$ cat src/rtl/monkey_slot_ctrl_pkg.sv
`default_nettype none
// ============================================================================
//  Module      : bloons_pkg
//  Description : Shared constants and state type for the monkey slot
//                controller and its register-file interface.
//  Revision    : 1.0 - initial release
// ============================================================================
package bloons_pkg;

    localparam int NUM_SLOTS = 8;
    localparam int SLOT_W    = 3;
    localparam int COORD_W   = 10;

    typedef enum logic [1:0] {
        IDLE  = 2'd0,
        PLACE = 2'd1,
        SCAN  = 2'd2,
        DONE  = 2'd3
    } ctrl_state_t;

endpackage
`default_nettype wire

$ cat src/rtl/monkey_slot_ctrl_if.sv
`default_nettype none
// ============================================================================
//  Module      : monkey_slot_ctrl_if
//  Description : Placement, sell, frame-scan and register-file port bundle
//                of the monkey slot controller. "master" is the controller
//                side, "slave" is the surrounding logic.
//  Revision    : 1.0 - initial release
// ============================================================================
interface monkey_slot_ctrl_if;
    import bloons_pkg::*;

    // placement request / response
    logic                 Place_Req;
    logic [COORD_W-1:0]   Place_X;
    logic [COORD_W-1:0]   Place_Y;
    logic                 Place_Ack;
    logic                 Place_Full;
    // sell
    logic                 Sell_Req;
    logic [SLOT_W-1:0]    Sell_Slot;
    // frame scan
    logic                 Frame_Start;
    logic                 Scan_Valid;
    logic [SLOT_W-1:0]    Scan_Slot;
    logic                 Scan_Ready;
    logic                 Scan_Done;
    logic                 Overrun;
    // register-file ports
    logic                 Load_Reg;
    logic [SLOT_W-1:0]    DRS;
    logic [COORD_W-1:0]   MonkeyX;
    logic [COORD_W-1:0]   MonkeyY;
    logic [SLOT_W-1:0]    SR1S;
    // status
    logic [NUM_SLOTS-1:0] Occupied;
    logic [SLOT_W:0]      Count;

    modport master (
        input  Place_Req, Place_X, Place_Y, Sell_Req, Sell_Slot,
               Frame_Start, Scan_Ready,
        output Place_Ack, Place_Full, Scan_Valid, Scan_Slot, Scan_Done,
               Overrun, Load_Reg, DRS, MonkeyX, MonkeyY, SR1S,
               Occupied, Count
    );

    modport slave (
        output Place_Req, Place_X, Place_Y, Sell_Req, Sell_Slot,
               Frame_Start, Scan_Ready,
        input  Place_Ack, Place_Full, Scan_Valid, Scan_Slot, Scan_Done,
               Overrun, Load_Reg, DRS, MonkeyX, MonkeyY, SR1S,
               Occupied, Count
    );

endinterface
`default_nettype wire

$ cat src/rtl/monkey_slot_ctrl_slot_pick.sv
`default_nettype none
// ============================================================================
//  Module      : slot_pick
//  Description : Lowest-set-bit priority encoder: mask -> index + any flag.
//  Revision    : 1.0 - initial release
// ============================================================================
module slot_pick
    import bloons_pkg::*;
#(
    parameter int MASK_W = NUM_SLOTS,
    parameter int IDX_W  = SLOT_W
) (
    input  wire logic [MASK_W-1:0] i_mask,
    output logic      [IDX_W-1:0]  o_idx,
    output logic                   o_any
);

    // Walk from the top down so the lowest set bit is the last one written.
    always_comb begin
        o_idx = '0;
        o_any = 1'b0;
        for (int i = MASK_W - 1; i >= 0; i--) begin
            if (i_mask[i]) begin
                o_idx = IDX_W'(i);
                o_any = 1'b1;
            end
        end
    end

endmodule
`default_nettype wire

$ cat src/rtl/monkey_slot_ctrl.sv
`default_nettype none
// ============================================================================
//  Module      : monkey_slot_ctrl
//  Description : Allocates register-file slots for tower placements and
//                walks every occupied slot once per frame under a
//                valid/ready handshake.
//  Revision    : 1.0 - initial release
// ============================================================================
module monkey_slot_ctrl
    import bloons_pkg::*;
(
    input wire logic           Clk,
    input wire logic           Reset,
    monkey_slot_ctrl_if.master bus
);

    ctrl_state_t          r_state;
    ctrl_state_t          w_state_next;
    logic [NUM_SLOTS-1:0] r_occupied;
    logic [NUM_SLOTS-1:0] r_scan_mask;
    logic [SLOT_W:0]      r_count;
    logic                 r_pending;
    logic                 r_overrun;
    logic                 r_place_full;

    logic                 w_in_place;
    logic                 w_in_scan;
    logic                 w_sell_hit;
    logic [NUM_SLOTS-1:0] w_sell_mask;
    logic [NUM_SLOTS-1:0] w_avail_occ;
    logic [NUM_SLOTS-1:0] w_free_mask;
    logic [NUM_SLOTS-1:0] w_place_mask;
    logic [NUM_SLOTS-1:0] w_scan_onehot;
    logic [NUM_SLOTS-1:0] w_scan_rest;
    logic [SLOT_W-1:0]    w_free_idx;
    logic [SLOT_W-1:0]    w_scan_idx;
    logic                 w_free_any;
    logic                 w_scan_any;
    logic                 w_snapshot;
    logic                 w_pending_set;
    logic                 w_pending_clr;
    logic                 w_full_set;
    logic                 w_scan_accept;
    logic                 w_overrun_set;

    assign w_in_place = (r_state == PLACE);
    assign w_in_scan  = (r_state == SCAN);

    // A sell lands before any same-cycle allocation, so the freed slot is
    // already visible to the free-slot search.
    assign w_sell_hit  = bus.Sell_Req && r_occupied[bus.Sell_Slot];
    assign w_sell_mask = w_sell_hit ? (NUM_SLOTS'(1) << bus.Sell_Slot) : '0;
    assign w_avail_occ = r_occupied & ~w_sell_mask;
    assign w_free_mask = ~w_avail_occ;

    slot_pick u_free_pick (
        .i_mask (w_free_mask),
        .o_idx  (w_free_idx),
        .o_any  (w_free_any)
    );

    slot_pick u_scan_pick (
        .i_mask (r_scan_mask),
        .o_idx  (w_scan_idx),
        .o_any  (w_scan_any)
    );

    assign w_place_mask  = w_in_place ? (NUM_SLOTS'(1) << w_free_idx) : '0;
    assign w_scan_onehot = NUM_SLOTS'(1) << w_scan_idx;
    assign w_scan_rest   = r_scan_mask & ~w_scan_onehot;

    // A frame is only absorbed while a placement already holds it pending.
    assign w_overrun_set = bus.Frame_Start && (r_state != IDLE) && !r_pending;

    // Next-state decode; a pending frame outranks a new placement so the
    // scan starts on the first idle cycle after the write.
    always_comb begin
        w_state_next  = r_state;
        w_snapshot    = 1'b0;
        w_pending_set = 1'b0;
        w_pending_clr = 1'b0;
        w_full_set    = 1'b0;
        w_scan_accept = 1'b0;
        case (r_state)
            IDLE: begin
                if (r_pending) begin
                    w_state_next  = SCAN;
                    w_snapshot    = 1'b1;
                    w_pending_clr = 1'b1;
                end else if (bus.Place_Req && w_free_any) begin
                    w_state_next  = PLACE;
                    w_pending_set = bus.Frame_Start;
                end else if (bus.Frame_Start) begin
                    w_state_next  = SCAN;
                    w_snapshot    = 1'b1;
                end else if (bus.Place_Req && !r_place_full) begin
                    w_full_set    = 1'b1;
                end
            end
            PLACE: begin
                w_state_next = IDLE;
            end
            SCAN: begin
                if (!w_scan_any) begin
                    w_state_next = DONE;
                end else if (bus.Scan_Ready) begin
                    w_scan_accept = 1'b1;
                    if (w_scan_rest == '0) begin
                        w_state_next = DONE;
                    end
                end
            end
            DONE: begin
                w_state_next = IDLE;
            end
            default: begin
                w_state_next = IDLE;
            end
        endcase
    end

    // State register.
    always_ff @(posedge Clk or negedge Reset) begin
        if (!Reset) begin
            r_state <= IDLE;
        end else begin
            r_state <= w_state_next;
        end
    end

    // Occupancy, scan mask and sticky/pulse flags.
    always_ff @(posedge Clk or negedge Reset) begin
        if (!Reset) begin
            r_occupied   <= '0;
            r_count      <= '0;
            r_scan_mask  <= '0;
            r_pending    <= 1'b0;
            r_overrun    <= 1'b0;
            r_place_full <= 1'b0;
        end else begin
            r_occupied   <= w_avail_occ | w_place_mask;
            r_count      <= r_count + (SLOT_W+1)'(w_in_place) - (SLOT_W+1)'(w_sell_hit);
            r_place_full <= w_full_set;
            if (w_overrun_set) begin
                r_overrun <= 1'b1;
            end
            if (w_pending_clr) begin
                r_pending <= 1'b0;
            end else if (w_pending_set) begin
                r_pending <= 1'b1;
            end
            if (w_snapshot) begin
                r_scan_mask <= r_occupied;
            end else if (w_scan_accept) begin
                r_scan_mask <= w_scan_rest;
            end
        end
    end

    assign bus.Load_Reg   = w_in_place;
    assign bus.Place_Ack  = w_in_place;
    assign bus.DRS        = w_in_place ? w_free_idx : '0;
    assign bus.MonkeyX    = w_in_place ? bus.Place_X : '0;
    assign bus.MonkeyY    = w_in_place ? bus.Place_Y : '0;
    assign bus.Place_Full = r_place_full;
    assign bus.Scan_Valid = w_in_scan && w_scan_any;
    assign bus.Scan_Slot  = bus.Scan_Valid ? w_scan_idx : '0;
    assign bus.SR1S       = bus.Scan_Valid ? w_scan_idx : '0;
    assign bus.Scan_Done  = (r_state == DONE);
    assign bus.Overrun    = r_overrun;
    assign bus.Occupied   = r_occupied;
    assign bus.Count      = r_count;

endmodule
`default_nettype wire

$ cat src/flat_wrapper.sv
// flat-port wrapper written by rule: the top's interface ports become plain ports
module monkey_slot_ctrl_flat import bloons_pkg::*;
  (Clk, Reset, bus_Place_Req, bus_Place_X, bus_Place_Y, bus_Sell_Req, bus_Sell_Slot, bus_Frame_Start, bus_Scan_Ready, bus_Place_Ack, bus_Place_Full, bus_Scan_Valid, bus_Scan_Slot, bus_Scan_Done, bus_Overrun, bus_Load_Reg, bus_DRS, bus_MonkeyX, bus_MonkeyY, bus_SR1S, bus_Occupied, bus_Count);
  monkey_slot_ctrl_if bus_i ();
  input wire logic Clk;
  input wire logic Reset;
  input wire logic [$bits(bus_i.Place_Req)-1:0] bus_Place_Req;
  input wire logic [$bits(bus_i.Place_X)-1:0] bus_Place_X;
  input wire logic [$bits(bus_i.Place_Y)-1:0] bus_Place_Y;
  input wire logic [$bits(bus_i.Sell_Req)-1:0] bus_Sell_Req;
  input wire logic [$bits(bus_i.Sell_Slot)-1:0] bus_Sell_Slot;
  input wire logic [$bits(bus_i.Frame_Start)-1:0] bus_Frame_Start;
  input wire logic [$bits(bus_i.Scan_Ready)-1:0] bus_Scan_Ready;
  output wire logic [$bits(bus_i.Place_Ack)-1:0] bus_Place_Ack;
  output wire logic [$bits(bus_i.Place_Full)-1:0] bus_Place_Full;
  output wire logic [$bits(bus_i.Scan_Valid)-1:0] bus_Scan_Valid;
  output wire logic [$bits(bus_i.Scan_Slot)-1:0] bus_Scan_Slot;
  output wire logic [$bits(bus_i.Scan_Done)-1:0] bus_Scan_Done;
  output wire logic [$bits(bus_i.Overrun)-1:0] bus_Overrun;
  output wire logic [$bits(bus_i.Load_Reg)-1:0] bus_Load_Reg;
  output wire logic [$bits(bus_i.DRS)-1:0] bus_DRS;
  output wire logic [$bits(bus_i.MonkeyX)-1:0] bus_MonkeyX;
  output wire logic [$bits(bus_i.MonkeyY)-1:0] bus_MonkeyY;
  output wire logic [$bits(bus_i.SR1S)-1:0] bus_SR1S;
  output wire logic [$bits(bus_i.Occupied)-1:0] bus_Occupied;
  output wire logic [$bits(bus_i.Count)-1:0] bus_Count;
  assign bus_i.Place_Req = bus_Place_Req;
  assign bus_i.Place_X = bus_Place_X;
  assign bus_i.Place_Y = bus_Place_Y;
  assign bus_i.Sell_Req = bus_Sell_Req;
  assign bus_i.Sell_Slot = bus_Sell_Slot;
  assign bus_i.Frame_Start = bus_Frame_Start;
  assign bus_i.Scan_Ready = bus_Scan_Ready;
  assign bus_Place_Ack = bus_i.Place_Ack;
  assign bus_Place_Full = bus_i.Place_Full;
  assign bus_Scan_Valid = bus_i.Scan_Valid;
  assign bus_Scan_Slot = bus_i.Scan_Slot;
  assign bus_Scan_Done = bus_i.Scan_Done;
  assign bus_Overrun = bus_i.Overrun;
  assign bus_Load_Reg = bus_i.Load_Reg;
  assign bus_DRS = bus_i.DRS;
  assign bus_MonkeyX = bus_i.MonkeyX;
  assign bus_MonkeyY = bus_i.MonkeyY;
  assign bus_SR1S = bus_i.SR1S;
  assign bus_Occupied = bus_i.Occupied;
  assign bus_Count = bus_i.Count;
  monkey_slot_ctrl u_core (.Clk(Clk), .Reset(Reset), .bus(bus_i));
endmodule
$ cat config.mk
export PLATFORM = sky130hd
export DESIGN_NAME = monkey_slot_ctrl_flat
export DESIGN_NICKNAME = d
export VERILOG_FILES = /design/src/rtl/monkey_slot_ctrl_pkg.sv /design/src/rtl/monkey_slot_ctrl_if.sv /design/src/rtl/monkey_slot_ctrl_slot_pick.sv /design/src/rtl/monkey_slot_ctrl.sv /design/src/flat_wrapper.sv
export SDC_FILE = /design/constraint.sdc
export NUM_CORES = 1
export LEC_CHECK = 0
export ABC_AREA = 1
export CORE_MARGIN = 3
export CORE_UTILIZATION = 50
export CTS_BUF_LIST = sky130_fd_sc_hd__clkbuf_2 sky130_fd_sc_hd__clkbuf_4 sky130_fd_sc_hd__clkbuf_8
export DETAILED_ROUTE_END_ITERATION = 8
export DONT_BUFFER_PORTS = 1
export GPL_TIMING_DRIVEN = 0
export REMOVE_ABC_BUFFERS = 1
export SLEW_MARGIN = 10
export SYNTH_ARGS = -nofsm -noshare
export SYNTH_HDL_FRONTEND = slang
export SYNTH_SLANG_ARGS = --single-unit
$ cat constraint.sdc
create_clock -name Clk -period 6.16 [get_ports Clk]
set_input_delay 0.616 -clock Clk [delete_from_list [all_inputs] [get_ports Clk]]
set_output_delay 0.616 -clock Clk [all_outputs]
set_load 0.05 [all_outputs]
==> results.ini, run 1 <==
[status]
outcome=finished clean

[cts]
path_clk_slew_ns=0.09
cts_buffer_depth=2
h-tree-depth=1
cts.sinks=25
cts_resized=0
post_cts_buffers=0
cts_tree=yes
root_buffer=clkbuf_8
cts_buffers=3
cts_hold_repair.buffers=0
clk_latency_ns=0.26

[die]
fp.dieW_um=69.3
start_util=0.531
placementRows=22
die_h_um=69.3
die_area_mm2=0.00480
io-pin-count=76
core_mm2=0.00377

[setup_path]
r2r-start=u_core.r_scan_mask[1]
worst-setup-path-type=flop to output port
r2r_setup_slack_ns=3.31
crit_arrival_ns=2.97
r2r_cells=9
worstPathMaxFanout=5
end_kind=output port
required_ns=5.54
timing.rr.end=u_core.r_scan_mask[7]
critPathLaunchType=flop

[drt]
firstDrtPassIters=4
via_per_inst=4.94
ant_nets=0
drt-initial-drc-count=104
vias=1782
wirelength_mm=4.30
wl_per_cell_um=11.9
drc=0

[place]
port_buffers=0
dp.final_hpwl_mm=3.56
pre_cts_slack_ns=2.86
gp_congestion=0.848

[layout]
layout.nets=348
antenna_cells=0
multiInputGateArea_mm2=0.00105
register_area_um2=626
syn_to_final_growth_pct=3.69
fill_cells=398
drive_gt1_frac=0.102
fin_util=0.551

[global_routing]
globalRouteMet1Util=0.240
grt.busiest_layer=met2
grt_pass1_wl_mm=7.33
antenna_found_initial=0
grt_max_degree=26
grt_util_met3=0.0551
grt_use_met2=0.298
track_usage=0.182
grt_pass1_vias=1617
grt-ovfl-total=0

[logic_synthesis]
syn_area_mm2=0.00200
yosysSeqAreaShare=0.312
postSynthAreaPerCell_um2=6.32
syn-instance-count=317
ys_async_sr_fraction=1.00
ys_ff_latch=25
yosys-top-cells-count=nand2_1 (91), inv_1 (67), nor2_1 (41), nand3_1 (29), dfrtp_1 (25)
yosys.area.top_type=dfrtp_1
synth-main-ff-cell=dfrtp_1
synth_edf_count=0
synth_most_common_cell=nand2_1
yosysTopAreaCellShare=0.312
yosysWarnings=0
synth_area_leaders=dfrtp_1 (31%), nand2_1 (17%), inv_1 (13%), nor2_1 (7.7%), nand3_1 (7.2%)
synth.distinct_cells=31

[timing]
max_freq_ghz=0.279
slew_headroom=0.242
setup_viol=0
period_share=0.582
fin_ws_ns=2.58
finalCriticalPeriod_ns=3.58
skew_ns=0.00283
hold_viol=0
finalSetupTns_ns=0
final_max_slew_viol_count=0
worstMarginPinSlew_ns=1.14
rsz0062_at_grt=false

[run]
drv_cap=0

[min_path]
worstHoldPathType=primary input to asynchronous set/reset pin

[power_and_ir_drop]
leakage_nw=1.24
ir_drop_v=0.000263
p_total_mw=1.30
powerDensity_mw_per_mm2=625

worst max-delay path by stage:
| stage | slack (ns) | start | end |
|---|---|---|---|
| 2_1_floorplan | 1.81 | u_core.r_state[0] | bus_DRS[1] |
| 4_1_cts | 2.55 | u_core.r_scan_mask[1] | bus_SR1S[0] |
| 6_report | 2.58 | u_core.r_scan_mask[1] | bus_SR1S[0] |
| 3_3_place_gp | 1.48 | u_core.r_state[0] | bus_DRS[1] |
| 5_1_grt | 2.40 | u_core.r_scan_mask[1] | bus_SR1S[0] |
| 3_5_place_dp | 2.86 | u_core.r_scan_mask[1] | bus_SR1S[0] |
layer usage:
layer | up-vias | routed length (µm)
met2 | 40 | 2090
li1 | 953 | -
met4 | 0 | 27
met3 | 2 | 272
met1 | 787 | 1910
met5 | - | 0
critical path, stage by stage, from the launching register on:
cell	delay, ns
dfrtp_1	0.43
nor2_1	0.09
nand2_1	0.09
inv_1	0.07
a21oi_1	0.89
inv_1	0.24
nor2_2	0.88
final cells by class:
class	instances	share of cell area
multi-input cells	211	0.508
repair buffers	1	0.00723
well taps	48	0.0289
clock buffers	4	0.0235
flip-flops and latches	25	0.301
inverters	72	0.131
stage by stage:
stage | instances | area, µm² | hold slack [ns]
global placement | 356 | 2000 | 0.321
finish | 361 | 2080 | 0.0347
global route | 361 | 2080 | 0.0119
floorplan | 308 | 1940 | 0.320
CTS | 361 | 2080 | 0.0248
detailed placement | 357 | 2030 | 0.321
cells by family after synthesis:
| family | count (synthesis) | share of synthesized area |
|---|---|---|
| AO/OA/AOI/OAI | 13 | 0.0381 |
| XOR/XNOR | 3 | 0.0131 |
| adder cells (fa/ha/maj) | 5 | 0.0350 |
| buffers and inverters | 81 | 0.169 |
| flip-flops | 25 | 0.312 |
| AND/OR/NAND/NOR | 190 | 0.433 |
layout by cell type (no fill, tap or decap), types with 5 or more instances in the layout:
master	synthesis	routed
nand3_1	29	29
a21oi_1	5	5
inv_1	67	67
nor2_1	41	37
nand4_1	10	10
nand2_1	91	91
dfrtp_1	25	25
nor2_2	1	5
nand2_2	6	6
power by group:
group          switching (mW)  internal, mW
combinational           0.547         0.188
sequential              0.224         0.238
clock                  0.0510        0.0506
registers in the layout (all words and copies together), names as in the netlist:
| name | flops |
|---|---|
| u_core.bus.Occupied | 8 |
| u_core.r_scan_mask | 8 |
| u_core.bus.Count | 4 |
| u_core.r_state | 2 |
| u_core.bus.Overrun | 1 |
| u_core.bus.Place_Full | 1 |
| u_core.r_pending | 1 |
Power figures use the tool's default switching activity.
==> run 2, diff against run 1 <==
==> constraint.sdc (replaced) <==
create_clock -name Clk -period 3.58 [get_ports Clk]
set_input_delay 0.358 -clock Clk [delete_from_list [all_inputs] [get_ports Clk]]
set_output_delay 0.358 -clock Clk [all_outputs]
set_load 0.05 [all_outputs]
==> results.ini, run 2 (synthesis results as in run 1) <==
[layout]
register_area_um2=626  ; unchanged
layout.cells.most_common=nand2_1
syn_to_final_growth_pct=5.18
multiInputGateArea_mm2=0.00105  ; unchanged
drive_gt1_frac=0.105  ; +0.00253
instances_no_fill=363  ; +0.55%
layout.nets=350  ; +0.57%
fin_util=0.559  ; +0.00796
antenna_cells=0  ; unchanged
mostFrequentLayoutCells=nand2_1 (91), inv_1 (67), nor2_1 (37), nand3_1 (29), dfrtp_1 (25)
fill_cells=395  ; -0.75%
final_area_mm2=0.00211  ; +1.4%

[global_routing]
track_usage=0.185  ; +0.00244
grt_pass1_wl_mm=7.42  ; +1.2%
globalRouteMet1Util=0.245  ; +0.00545
grt.busiest_layer=met2
antenna_found_initial=0  ; unchanged
grt_use_met2=0.300  ; +0.00212
grt_util_met3=0.0551  ; unchanged
grt_max_degree=26  ; unchanged
grt_pass1_vias=1626  ; +0.56%
grt-ovfl-total=0  ; unchanged

[timing]
slew_headroom=0.242  ; unchanged
finalCriticalPeriod_ns=3.32
max_freq_ghz=0.301
setup_viol=0  ; unchanged
whs_ns=0.221  ; +0.186 ns
final_max_slew_viol_count=0  ; unchanged
rsz0062_at_grt=false
worstMarginPinSlew_ns=1.14  ; -0.000000119 ns
fin_ws_ns=0.258  ; -2.32 ns
skew_ns=0.00303  ; +0.000207 ns
period_share=0.928
hold_viol=0  ; unchanged

[place]
pre_cts_slack_ns=0.539  ; -2.32 ns
gp_congestion=0.848  ; unchanged
port_buffers=0  ; unchanged
placed_area_mm2=0.00203  ; unchanged
dp_cells=357  ; unchanged
dp.final_hpwl_mm=3.56  ; unchanged

[drt]
wirelength_mm=4.33  ; +0.60%
drc=0  ; unchanged
ant_nets=0  ; unchanged
firstDrtPassIters=4  ; unchanged
drt-initial-drc-count=109  ; +4.8%
vias=1793  ; +0.62%
wl_per_cell_um=11.9  ; about the same
via_per_inst=4.94  ; about the same

[cts]
root_buffer=clkbuf_8
cts_resized=0  ; unchanged
post_cts_buffers=0  ; unchanged
h-tree-depth=1  ; unchanged
path_clk_slew_ns=0.09  ; about the same
cts_tree=yes
cts_buffers=3  ; unchanged
clk_latency_ns=0.26  ; about the same
cts.sinks=25  ; unchanged
cts_buffer_depth=2  ; unchanged

[die]
fp.dieW_um=69.3  ; unchanged
start_util=0.531  ; unchanged
io-pin-count=76  ; unchanged
placementRows=22  ; unchanged
core_mm2=0.00377  ; unchanged
die_area_mm2=0.00480  ; unchanged
die_h_um=69.3  ; unchanged

[setup_path]
crit_arrival_ns=2.96  ; about the same
worstPathMaxFanout=5  ; unchanged
crit_buf_inv=2  ; unchanged
critical-path-max-stage-delay_ns=0.89  ; about the same
critPathLaunchType=flop
end_kind=output port
critical-path-slowest-cell=a21oi_1
required_ns=3.22  ; -2.32 ns
worst-setup-path-type=flop to output port
crit_path_frequent_cell=inv_1
path_delay_family=simple AND/OR/NAND/NOR gates
cp_cell_sequence=nor2_1 > nand2_1 > inv_1 > a21oi_1 > inv_1 > nor2_2

[min_path]
worstHoldPathType=primary input to flop

[power_and_ir_drop]
comb_power_share=0.568  ; +0.002
swShare=0.633  ; about the same
p_sw_mw=1.42  ; +73%
pwr-share-seq=0.354  ; about the same
ir_drop_v=0.000459  ; +75%
p_clk_frac=0.078  ; about the same
powerDensity_mw_per_mm2=1060  ; +70%
leakage_nw=1.26  ; +1.1%
p_int_mw=0.823  ; +73%

[run]
drv_cap=0  ; unchanged

[status]
outcome=finished clean

[run 2: power by group through the flow]
stage	logic (mW)	clock network [mW]	registers, mW
CTS	1.29	0.183	0.797
floorplan	1.09	0	0.755
global placement	1.23	0	0.799
detailed placement	1.28	0	0.805
finish	1.27	0.175	0.793
global route	1.45	0.196	0.817
[run 2: stage by stage]
step                      total power, mW  TNS, ns
after detailed placement             2.08        0
after CTS                            2.27        0
after floorplan                      1.85    -2.99
final                                2.24        0
after global routing                 2.46        0
after global placement               2.03   -11.55
[run 2: path summary, 6_finish.rpt]
| kind | startpoint | endpoint | slack (ns) | cells past startpoint |
|---|---|---|---|---|
| min in group asynchronous | Reset | u_core.bus.Occupied[5] | 0.54 | 2 |
| min reg2reg | u_core.r_scan_mask[2] | u_core.r_scan_mask[2] | 0.55 | 2 |
| min | bus_Place_Req | u_core.bus.Place_Full | 0.22 | 2 |
| max in group asynchronous | Reset | u_core.r_scan_mask[2] | 2.89 | 2 |
| max reg2reg | u_core.r_scan_mask[1] | u_core.r_scan_mask[7] | 0.74 | 9 |
| max | u_core.r_scan_mask[1] | bus_SR1S[0] | 0.26 | 6 |
[run 2: cell type report]
| class | instances | area share |
|---|---|---|
| sequential | 25 | 0.297 |
| inverter | 72 | 0.129 |
| multi-input combinational | 211 | 0.501 |
| timing repair buffer | 3 | 0.0214 |
| tap | 48 | 0.0285 |
| clock buffer | 4 | 0.0232 |
[run 2: worst reg2reg max path: stages (launching register included)]
cell and delay (ns):
dfrtp_1 0.43, nor2_1 0.10, nand2_1 0.09, inv_1 0.07, a21oi_1 0.89, inv_1 0.24
nor2_1 0.45, inv_1 0.26, nand3_1 0.15, nand2_1 0.06
[run 2: what timing repair did]
action | 4_1_cts | 5_1_grt
hold buffers | 2 | 0
hold endpoints to repair | 25 | 0
setup endpoints to repair | 0 | 0
[run 2: metal layers]
| metal | up-vias | wire [µm] | part of all wire |
|---|---|---|---|
| met5 | - | 0 | 0 |
| met4 | 0 | 27 | 0.0062 |
| met3 | 2 | 259 | 0.060 |
| met2 | 39 | 2080 | 0.48 |
| met1 | 795 | 1960 | 0.45 |
| li1 | 957 | - | - |
